$ cat src/rtl/cnn_win_sched.sv
// 3x3 stride-1 window scheduler between the binary image RAM and cnn_core.
// Issues nine read addresses per window and aligns strobes with the RAM's 1-cycle read latency.
//
// state    | meaning
// ---------|-----------------------------------------------------------------
// ST_WAIT  | idle between windows; start when bottom-right pixel written and core idle
// ST_FETCH | issuing k=1..8, then one cycle to advance to the next window
// ST_DONE  | every window of the frame issued; hold until frame_clr
module cnn_win_sched #(
    parameter int IMG_W = 28,
    parameter int IMG_H = 28,
    parameter int AW    = 10
) (
    input  logic          clk,
    input  logic          rst_n,
    input  logic          frame_clr_i,
    input  logic [AW-1:0] wr_ptr_i,
    input  logic          core_bsy_i,
    output logic [AW-1:0] addr_rd_o,
    output logic          pix_vld_o,
    output logic          win_strt_o,
    output logic          win_last_o,
    output logic [4:0]    win_row_o,
    output logic [4:0]    win_col_o,
    output logic          frame_done_o
);

    localparam logic [1:0] ST_WAIT  = 2'd0;
    localparam logic [1:0] ST_FETCH = 2'd1;
    localparam logic [1:0] ST_DONE  = 2'd2;

    localparam logic [AW:0]   READY_OFS = (AW+1)'(2 * IMG_W + 2);
    localparam logic [AW-1:0] W_STEP    = AW'(IMG_W);
    localparam logic [4:0]    LAST_R    = 5'(IMG_H - 3);
    localparam logic [4:0]    LAST_C    = 5'(IMG_W - 3);

    logic [1:0]    state_q, state_d;
    logic [4:0]    r_q, r_d;
    logic [4:0]    c_q, c_d;
    logic [AW-1:0] base_q, base_d;
    logic [AW-1:0] row_base_q, row_base_d;
    logic [AW-1:0] addr_q, addr_d;
    logic [3:0]    k_q, k_d;
    logic [1:0]    j_q, j_d;
    logic          iss_q, iss_d;
    logic          iss_strt_q, iss_strt_d;
    logic          iss_last_q, iss_last_d;
    logic          pix_vld_q, pix_vld_d;
    logic          win_strt_q, win_strt_d;
    logic          win_last_q, win_last_d;
    logic [4:0]    win_row_q, win_row_d;
    logic [4:0]    win_col_q, win_col_d;
    logic          done_q, done_d;
    logic          ready;

    // Compare one bit wider than the address so base+2W+2 cannot wrap.
    assign ready = {1'b0, wr_ptr_i} > ({1'b0, base_q} + READY_OFS);

    always_comb begin
        state_d    = state_q;
        r_d        = r_q;
        c_d        = c_q;
        base_d     = base_q;
        row_base_d = row_base_q;
        addr_d     = addr_q;
        k_d        = k_q;
        j_d        = j_q;
        iss_d      = 1'b0;
        iss_strt_d = 1'b0;
        iss_last_d = 1'b0;
        pix_vld_d  = iss_q;
        win_strt_d = iss_strt_q;
        win_last_d = iss_last_q;
        win_row_d  = win_row_q;
        win_col_d  = win_col_q;
        done_d     = done_q;

        case (state_q)
            ST_WAIT: begin
                if (ready && !core_bsy_i) begin
                    state_d    = ST_FETCH;
                    addr_d     = base_q;
                    row_base_d = base_q;
                    k_d        = 4'd0;
                    j_d        = 2'd0;
                    iss_d      = 1'b1;
                    iss_strt_d = 1'b1;
                    win_row_d  = r_q;
                    win_col_d  = c_q;
                end
            end
            ST_FETCH: begin
                if (k_q != 4'd8) begin
                    iss_d      = 1'b1;
                    iss_last_d = (k_q == 4'd7);
                    k_d        = k_q + 4'd1;
                    if (j_q == 2'd2) begin
                        row_base_d = row_base_q + W_STEP;
                        addr_d     = row_base_q + W_STEP;
                        j_d        = 2'd0;
                    end else begin
                        addr_d = addr_q + AW'(1);
                        j_d    = j_q + 2'd1;
                    end
                end else if (r_q == LAST_R && c_q == LAST_C) begin
                    state_d = ST_DONE;
                    done_d  = 1'b1;
                end else begin
                    state_d = ST_WAIT;
                    if (c_q != LAST_C) begin
                        c_d    = c_q + 5'd1;
                        base_d = base_q + AW'(1);
                    end else begin
                        c_d    = 5'd0;
                        r_d    = r_q + 5'd1;
                        base_d = base_q + AW'(3);
                    end
                end
            end
            ST_DONE: begin
                state_d = ST_DONE;
            end
            default: begin
                state_d = ST_WAIT;
            end
        endcase

        // Clear abandons any in-flight window and flushes the strobe pipeline.
        if (frame_clr_i) begin
            state_d    = ST_WAIT;
            r_d        = 5'd0;
            c_d        = 5'd0;
            base_d     = '0;
            k_d        = 4'd0;
            j_d        = 2'd0;
            iss_d      = 1'b0;
            iss_strt_d = 1'b0;
            iss_last_d = 1'b0;
            pix_vld_d  = 1'b0;
            win_strt_d = 1'b0;
            win_last_d = 1'b0;
            win_row_d  = 5'd0;
            win_col_d  = 5'd0;
            done_d     = 1'b0;
        end
    end

    always_ff @(posedge clk or negedge rst_n) begin
        if (!rst_n) begin
            state_q    <= ST_WAIT;
            r_q        <= 5'd0;
            c_q        <= 5'd0;
            base_q     <= '0;
            row_base_q <= '0;
            addr_q     <= '0;
            k_q        <= 4'd0;
            j_q        <= 2'd0;
            iss_q      <= 1'b0;
            iss_strt_q <= 1'b0;
            iss_last_q <= 1'b0;
            pix_vld_q  <= 1'b0;
            win_strt_q <= 1'b0;
            win_last_q <= 1'b0;
            win_row_q  <= 5'd0;
            win_col_q  <= 5'd0;
            done_q     <= 1'b0;
        end else begin
            state_q    <= state_d;
            r_q        <= r_d;
            c_q        <= c_d;
            base_q     <= base_d;
            row_base_q <= row_base_d;
            addr_q     <= addr_d;
            k_q        <= k_d;
            j_q        <= j_d;
            iss_q      <= iss_d;
            iss_strt_q <= iss_strt_d;
            iss_last_q <= iss_last_d;
            pix_vld_q  <= pix_vld_d;
            win_strt_q <= win_strt_d;
            win_last_q <= win_last_d;
            win_row_q  <= win_row_d;
            win_col_q  <= win_col_d;
            done_q     <= done_d;
        end
    end

    assign addr_rd_o    = addr_q;
    assign pix_vld_o    = pix_vld_q;
    assign win_strt_o   = win_strt_q;
    assign win_last_o   = win_last_q;
    assign win_row_o    = win_row_q;
    assign win_col_o    = win_col_q;
    assign frame_done_o = done_q;

endmodule

$ cat config.mk
export PLATFORM = sky130hd
export DESIGN_NAME = cnn_win_sched
export DESIGN_NICKNAME = d
export VERILOG_FILES = /design/src/rtl/cnn_win_sched.sv
export SDC_FILE = /design/constraint.sdc
export NUM_CORES = 1
export LEC_CHECK = 0
export ABC_CLOCK_PERIOD_IN_PS = 5800
export CAP_MARGIN = 30
export CORE_MARGIN = 5
export CORE_UTILIZATION = 51
export DETAILED_ROUTE_END_ITERATION = 8
export PLACE_DENSITY = 0.73
export SLEW_MARGIN = 20
export SYNTH_ARGS = -nofsm -noshare
export SYNTH_HDL_FRONTEND = slang
export SYNTH_SLANG_ARGS = --single-unit
$ cat constraint.sdc
create_clock -name clk -period 5.8 [get_ports clk]
set_input_delay 1.16 -clock clk [delete_from_list [all_inputs] [get_ports clk]]
set_output_delay 1.16 -clock clk [all_outputs]
set_load 0.1 [all_outputs]
Word-level counts from Yosys, hierarchy flattened

Index checks and enable logic that the tools add are counted.

Register bits: 65
Bits of input ports: 14
Output and inout port bits: 24
Word-level logic and storage cells: 120

$add $sub $neg: 9
Magnitude comparators: 1
Equality and inequality tests: 17
Muxes and demuxes: 58
Reductions and logical operators: 18

Operator list:

| kind                    | count |
|---|---|
| $mux W10                | 10 |
| $mux W5                 | 16 |
| $pmux W10 S2            | 2 |
| $add A10 B1 Y10 const B | 2 |
| $mux W2                 | 8 |
| $mux W1                 | 15 |
| $mux W4                 | 3 |
| $ne A2 B2 Y1 const B    | 6 |
| $reduce_and A3 Y1       | 4 |
| $add A10 B6 Y11 const B | 1 |
| $gt A10 B11 Y1          | 1 |
| $add A10 B2 Y10 const B | 1 |
| $add A10 B5 Y10 const B | 1 |
| $add A5 B1 Y5 const B   | 2 |
| $eq A5 B5 Y1 const B    | 2 |
| $reduce_bool A2 Y1      | 5 |
| $ne A3 B3 Y1 const B    | 3 |
| $pmux W4 S2             | 1 |
| $reduce_and A4 Y1       | 2 |
| $pmux W2 S3             | 1 |
| $ne A5 B5 Y1 const B    | 1 |
| $add A4 B1 Y4 const B   | 1 |
| $eq A2 B2 Y1 const B    | 2 |
| $eq A4 B3 Y1 const B    | 1 |
| other kinds (10)        | 12 |

Longest topological paths before layout

Gate-level depths: netlist (run 1).

Word-level depth: 6
Depth in mapped cells: 13

Worst setup path after synthesis (run 1)

Ideal clock, no wire load.

Path type: register to register
Start point: register base_q[1]
End point: register row_base_q[3]
Library setup time: 0.127 ns
Arrival time: 2.737 ns
Setup slack: 2.936 ns
Cell stages (with the launch flop): 13
Clock period less this slack: 2.864 ns
Cell sequence: dfrtp_1 > ha_1 > nor4_1 > nand2b_1 > xor2_1 > ha_1 > nand2_1 > nor4_1 > or3_1 > a31o_1 > buf_6 > nand2_4 > mux2_1

Cells in the longest elaborated chain, start to end: 5

Ends and longest elaborated chain:

| what                               | RTL line | text |
|---|---|---|
| start: declaration                 | 40       | `logic [AW-1:0] base_q, base_d;` |
| start signal: assignment           | 171      | `base_q <= base_d;` |
| $add A10 B6 Y11                    | 57       | `assign ready = {1'b0, wr_ptr_i} > ({1'b0, base_q} + READY_OFS);` |
| $gt A10 B11 Y1                     | 57       |  |
| $logic_and A1 B1 Y1                | 80       | `if (ready && !core_bsy_i) begin` |
| $ne A2 B2 Y1 (no source line)      | n/a      |  |
| $reduce_and A4 Y1 (no source line) | n/a      |  |
| end signal: assignment             | 172      | `row_base_q <= row_base_d;` |
| end: declaration                   | 41       | `logic [AW-1:0] row_base_q, row_base_d;` |

No other way between the ends.
A chain may end at the register's enable or synchronous reset.

Final worst setup path (run 1)

Start point: register base_q[1]
End point: register k_q[3]

Cells in the longest elaborated chain, start to end: 5

Ends and longest elaborated chain:

| what                               | RTL line | text |
|---|---|---|
| $add A10 B6 Y11                    | 57       |  |
| $gt A10 B11 Y1                     | 57       |  |
| $logic_and A1 B1 Y1                | 80       |  |
| $ne A3 B3 Y1 (no source line)      | n/a      |  |
| $reduce_and A3 Y1 (no source line) | n/a      |  |
| end signal: assignment             | 174      | `k_q <= k_d;` |
| end: declaration                   | 43       | `logic [3:0] k_q, k_d;` |

No other way between the ends.

==> results of run 1 <==
layout make-up:
type / instances / area (µm²)
fill: 622 / 2870
multi-input combinational: 301 / 2070
sequential: 65 / 1630
timing repair buffer: 43 / 410
clock buffer: 10 / 138
tap: 99 / 124
inverter: 13 / 48.8
clock inverter: 6 / 43.8
cell usage after synthesis, types with 3 or more instances:
cell | count | area, µm²
dfrtp_1 | 65 | 1630
nor2_1 | 48 | 180
nand2_1 | 38 | 143
nand3_1 | 21 | 105
o21ai_0 | 21 | 105
ha_1 | 20 | 250
xor2_1 | 19 | 166
a21oi_1 | 18 | 90.1
xnor2_1 | 14 | 123
inv_1 | 12 | 45.0
clkbuf_1 | 11 | 41.3
mux2i_1 | 11 | 110
mux2_4 | 7 | 105
and3_1 | 5 | 31.3
mux2_1 | 5 | 56.3
nand4_1 | 5 | 31.3
nor2b_1 | 5 | 31.3
or3_1 | 5 | 31.3
buf_6 | 4 | 45.0
nand2b_1 | 4 | 25.0
nor3_1 | 4 | 20.0
a21o_1 | 3 | 22.5
a22oi_1 | 3 | 22.5
nand3b_1 | 3 | 22.5
nor4_1 | 3 | 18.8
cell families (layout without fill, tap and decap cells):
logic type               count (synthesis)  count (layout)  share of synthesized area [%]
multiplexers                            25              25                           7.61
XOR/XNOR                                33              33                           7.49
AO/OA/AOI/OAI                           74              74                           13.3
buffers and inverters                   33              72                           4.24
flip-flops                              65              65                           42.1
AND/OR/NAND/NOR                        148             148                           18.2
adder cells (fa/ha/maj)                 21              21                           7.00
per-layer routing:
metal | wire [µm] | up-vias
met5 | 0 | -
met2 | 3750 | 52
met4 | 125 | 0
met3 | 300 | 12
met1 | 3970 | 1424
li1 | - | 1473
state kept, by name, summed over array words and instances, names as in the netlist:
signal        count
row_base_q       10
r_q               5
iss_q             1
j_q               2
iss_last_q        1
pix_vld_o         1
win_last_o        1
win_row_o         5
c_q               5
addr_rd_o        10
frame_done_o      1
state_q           2
win_col_o         5
iss_strt_q        1
k_q               4
base_q           10
win_strt_o        1
per-stage QoR:
step                      instances  hold WS [ns]
after CTS                       537         0.476
final                           537         0.469
after global routing            537         0.506
after floorplan                 399         0.439
after detailed placement        521         0.458
after global placement          521         0.452
worst paths after layout:
path                       slack, ns      start             to
max in group asynchronous       4.25      rst_n  row_base_q[2]
setup / recovery                2.39  base_q[1]         k_q[3]
setup reg to reg                2.39  base_q[1]         k_q[3]
hold reg to reg                 0.47      iss_q      pix_vld_o
hold / removal                  0.47      iss_q      pix_vld_o
min in group asynchronous       0.98      rst_n   addr_rd_o[7]
power by group:
part	switching (mW)	leakage, nW	internal (mW)
logic	0.151	1.04	0.0788
registers	0.0225	0.892	0.474
clock network	0.183	0.0922	0.167
critical path: cells and delay by family (launching register included):
family	cells	cell delay, ns
AOI/OAI and AO/OA	2	0.52
adders and majority gates	2	0.58
buffers and inverters	2	0.43
xor gates and xnor gates	1	0.17
DFF	1	0.54
and+or+nand+nor	6	1.07
==> results.cfg, run 1 <==
[run_status]
status = finished clean

[global_route]
grtUsageMet3_pct = 3.09
grt_max_degree = 66
grt_util_met2_pct = 28.6
grt_pass1_wl_um = 14300
grt_usage_pct = 18.3
grt-busiest-layer = met2
global_route.usage.met1_pct = 25.4
grt_pass1_vias = 2988
grt-ovfl-total = 0
antenna_found_initial = 0

[synthesis]
yosysSeqAreaShare_pct = 42.1
netlist_area_um2 = 3860
synth_nets = 434
ys.flop_type = dfrtp_1
synth-edff-count = 0
yosysUniqueCellTypes = 58
ys_warn_count = 0
async_flop_share_pct = 100
ys_ff_latch = 65
synth_cells = 399
syn_area_per_cell_um2 = 9.68

[sta]
setup_viol = 0
setup_ws_ns = 2.39
slew_headroom_pct = 34.8
setup_tns_ns = 0
tightest_slew_ns = 0.975
rsz0062_at_grt = no
finClkSkew_ns = 0.0127
finalHoldViolations = 0
slew_violations = 0
finalCritPeriodShare_pct = 58.8
fmax_mhz = 293
finalCriticalPeriod_ns = 3.41

[drt]
drc_errors = 0
post_drt_wl_per_cell_um = 15.2
drt_iter0_markers = 155
via_per_inst = 5.51
vias = 2961
drtAntennaViolNets = 0
wirelength_um = 8150
drt_first_pass_iters = 4

[placed_design]
port_buffers = 37
dpl-instance-area_um2 = 4280
post-place-ws_ns = 2.24
gp_congestion = 0.888
place_hpwl_um = 5580

[clocking]
post_cts_resized = 0
clkSlewWorstSetupHoldPaths_ns = 0.08
clock-sinks = 65
cts-htree-levels = 3
cts_buffers = 9
cts_buffer_depth = 2
cts_hold_buf = 0
clkLatencyLatePin_ns = 0.34
ctsRootBufferMaster = clkbuf_8
cts_setup_buffers = 0
cts_tree = done

[worst_setup_path]
worstPathArrival_ns = 3.64
slowest_delay_ns = 0.54
crit_fanout = 12
crit_required_ns = 6.03
cp-end-kind = register
crit_chain = ha_1 -> nor4_1 -> nand2b_1 -> xor2_1 -> ha_1 -> nand2_1 -> nor4_1 -> or3_1 -> a31oi_1 -> buf_4 -> nor2_1 -> buf_4 -> a311o_1
ff2ff_path_depth = 13
crit_type = reg2reg
critPathSlowestCell = dfrtp_1
start_kind = register

[finish]
final_nets = 468
layout_common_cells = 65 x dfrtp_1, 48 x nor2_1, 38 x nand2_1
stdcell_area_um2 = 4460
areaGrowthSynthToFinish_pct = 15.6
final_layout_size_suffix_gt1_share_pct = 8.68
antenna_cells = 0
layout_commonest_cell = dfrtp_1
final_util_pct = 60.9

[die]
start_util_pct = 52.7
core_um2 = 7330
ios = 38
die_area_um2 = 9410
die_height_um = 97.0
die_w_um = 97.0
num_rows = 31

[flow_run]
cap_violations = 0

[min_path]
hold_class = reg2reg
hold_depth = 1

[power]
irDropWorstVdd_uv = 132
p_per_area_nw_per_um2 = 241
power.static_leakage_nw = 2.03
p_total_mw = 1.08
Note: power is estimated with default switching activity, not from simulation.
==> inputs of run 2 (changes only) <==
--- a/config.mk
+++ b/config.mk
@@ -5,12 +5,12 @@
 export SDC_FILE = /design/constraint.sdc
 export NUM_CORES = 1
 export LEC_CHECK = 0
-export ABC_CLOCK_PERIOD_IN_PS = 5800
+export ABC_CLOCK_PERIOD_IN_PS = 3100
 export CAP_MARGIN = 30
 export CORE_MARGIN = 5
 export CORE_UTILIZATION = 51
 export DETAILED_ROUTE_END_ITERATION = 8
-export PLACE_DENSITY = 0.73
+export PLACE_DENSITY = 0.75
 export SLEW_MARGIN = 20
 export SYNTH_ARGS = -nofsm -noshare
 export SYNTH_HDL_FRONTEND = slang
==> constraint.sdc (replaced) <==
create_clock -name clk -period 3.1 [get_ports clk]
set_input_delay 0.62 -clock clk [delete_from_list [all_inputs] [get_ports clk]]
set_output_delay 0.62 -clock clk [all_outputs]
set_load 0.1 [all_outputs]
==> run 2 against run 1 <==
Net effect: total power up 94%; register-to-register slack got worse by 2.3 ns; die area unchanged.
==> results.cfg, run 2 (synthesis results as in run 1) <==
[worst_setup_path]
crit_top_cell = buf_4
crit_type = reg2reg
worstPathArrival_ns = 3.25
reg2reg_setup_slack_ns = 0.07
crit_fanout = 9
ff2ff_path_depth = 11
critPathBufInv = 3
start_kind = register
crit_chain = buf_6 -> a2111oi_4 -> buf_4 -> xor2_2 -> ha_1 -> nand2_2 -> nor4_1 -> or3_4 -> a31o_2 -> buf_4 -> mux2_1
slowest_delay_ns = 0.41
crit-reg2reg-capture = row_base_q[0]
r2r_start = base_q[2]
crit_family = compound AO/OA/AOI/OAI gates
critPathSlowestCell = or3_4
crit_required_ns = 3.32
cp-end-kind = register

[power]
irDropWorstVdd_uv = 285
p_per_area_nw_per_um2 = 456
internal-power_mw = 1.42
p_comb_share_pct = 22.0
p_seq_share_pct = 44.6
power.static_leakage_nw = 2.15
p_sw_share_pct = 31.8
p_sw_mw = 0.664
p_total_mw = 2.09
clockPowerShare_pct = 33.4

[finish]
fillers = 609
layout_common_cells = 65 x dfrtp_1, 47 x nor2_1, 37 x nand2_1, 37 x buf_4
stdcell_area_um2 = 4580
area.sequential_um2 = 1630
antenna_cells = 0
final_util_pct = 62.5
areaGrowthSynthToFinish_pct = 18.7
final_layout_size_suffix_gt1_share_pct = 17.1
final_nets = 479
multi_input_area_um2 = 2110
instances_no_fill = 548
layout_commonest_cell = dfrtp_1

[sta]
slew_violations = 0
finClkSkew_ns = 0.00829
rsz0062_at_grt = yes
holdWs_ns = 0.361
setup_ws_ns = 0.0737
setup_viol = 0
fmax_mhz = 330
setup_tns_ns = 0
slew_headroom_pct = 45.7
finalCriticalPeriod_ns = 3.03
finalCritPeriodShare_pct = 97.6
tightest_slew_ns = 0.814
finalHoldViolations = 0

[min_path]
hold_class = in2async

[die]
ios = 38
core_um2 = 7330
die_area_um2 = 9410
num_rows = 31
die_w_um = 97.0
start_util_pct = 52.7
die_height_um = 97.0

[placed_design]
placed_cells = 530
post-place-ws_ns = 0.115
dpl-instance-area_um2 = 4310
gp_congestion = 0.883
port_buffers = 37
place_hpwl_um = 6200

[global_route]
grt_max_degree = 46
grt-ovfl-total = 0
grt_pass1_vias = 3074
grt_usage_pct = 18.7
grt_pass1_wl_um = 14600
antenna_found_initial = 0

[clocking]
cts_buffers = 9
clock-sinks = 65
cts_tree = done
clkSlewWorstSetupHoldPaths_ns = 0.07
cts_hold_buf = 0
cts_buffer_depth = 2
cts-htree-levels = 3
ctsRootBufferMaster = clkbuf_8
clkLatencyLatePin_ns = 0.35

[run_status]
status = finished clean

[drt]
drt_first_pass_iters = 4
drt_iter0_markers = 213
wirelength_um = 8830
drtAntennaViolNets = 0
drc_errors = 0
post_drt_wl_per_cell_um = 16.1
via_per_inst = 5.64
vias = 3092

[flow_run]
cap_violations = 0
-- run 2: cell count changes in the layout (fill, tap and decap cells not counted), sizes merged --
cell | previous run | this run
buf | 7 | 41
clkdlybuf4s50 | 36 | 12
clkinv | 5 | 1
clkbuf | 10 | 13
bufinv | 0 | 1
clkinvlp | 1 | 2
-- run 2: final cells by class --
cell class	instances	share of cell area, %
flip-flops and latches	65	35.5
inverters	13	1.06
well taps	99	2.70
clock buffers	12	2.95
repair buffers	54	10.5
multi-input cells	301	46.1
clock inverters	4	1.17
-- run 2: what timing repair did --
action,4_1_cts,5_1_grt
gates resized for setup,0,10
endpoints found under the setup margin,0,12
buffers inserted,0,1
-- run 2: worst max path at each step --
stage	slack (ns)	cells past startpoint	to	startpoint
detailed placement	0.11	11	row_base_q[0]	base_q[1]
floorplan	0.24	12	row_base_q[3]	base_q[1]
global placement	0.19	11	row_base_q[0]	base_q[1]
global route	-0.04	10	win_row_o[4]	base_q[2]
CTS	0.1	11	row_base_q[0]	base_q[1]
finish	0.07	11	row_base_q[0]	base_q[2]
-- run 2: metal layers --
metal  share of wire [%]  wire (µm)  track usage [%]
met1                  44       3900             24.4
met2                  49       4300             30.0
met3                 5.9        520             4.96
met4                 1.2        104             6.70
met5                   0          0                0
-- run 2: power groups by stage --
stage / combinational [mW] / sequential (mW) / clock [mW]
floorplan: 0.226 / 1.03 / 0
global placement: 0.433 / 0.942 / 0
detailed placement: 0.437 / 0.945 / 0
CTS: 0.440 / 0.929 / 0.713
global route: 0.491 / 0.935 / 0.756
finish: 0.459 / 0.931 / 0.698
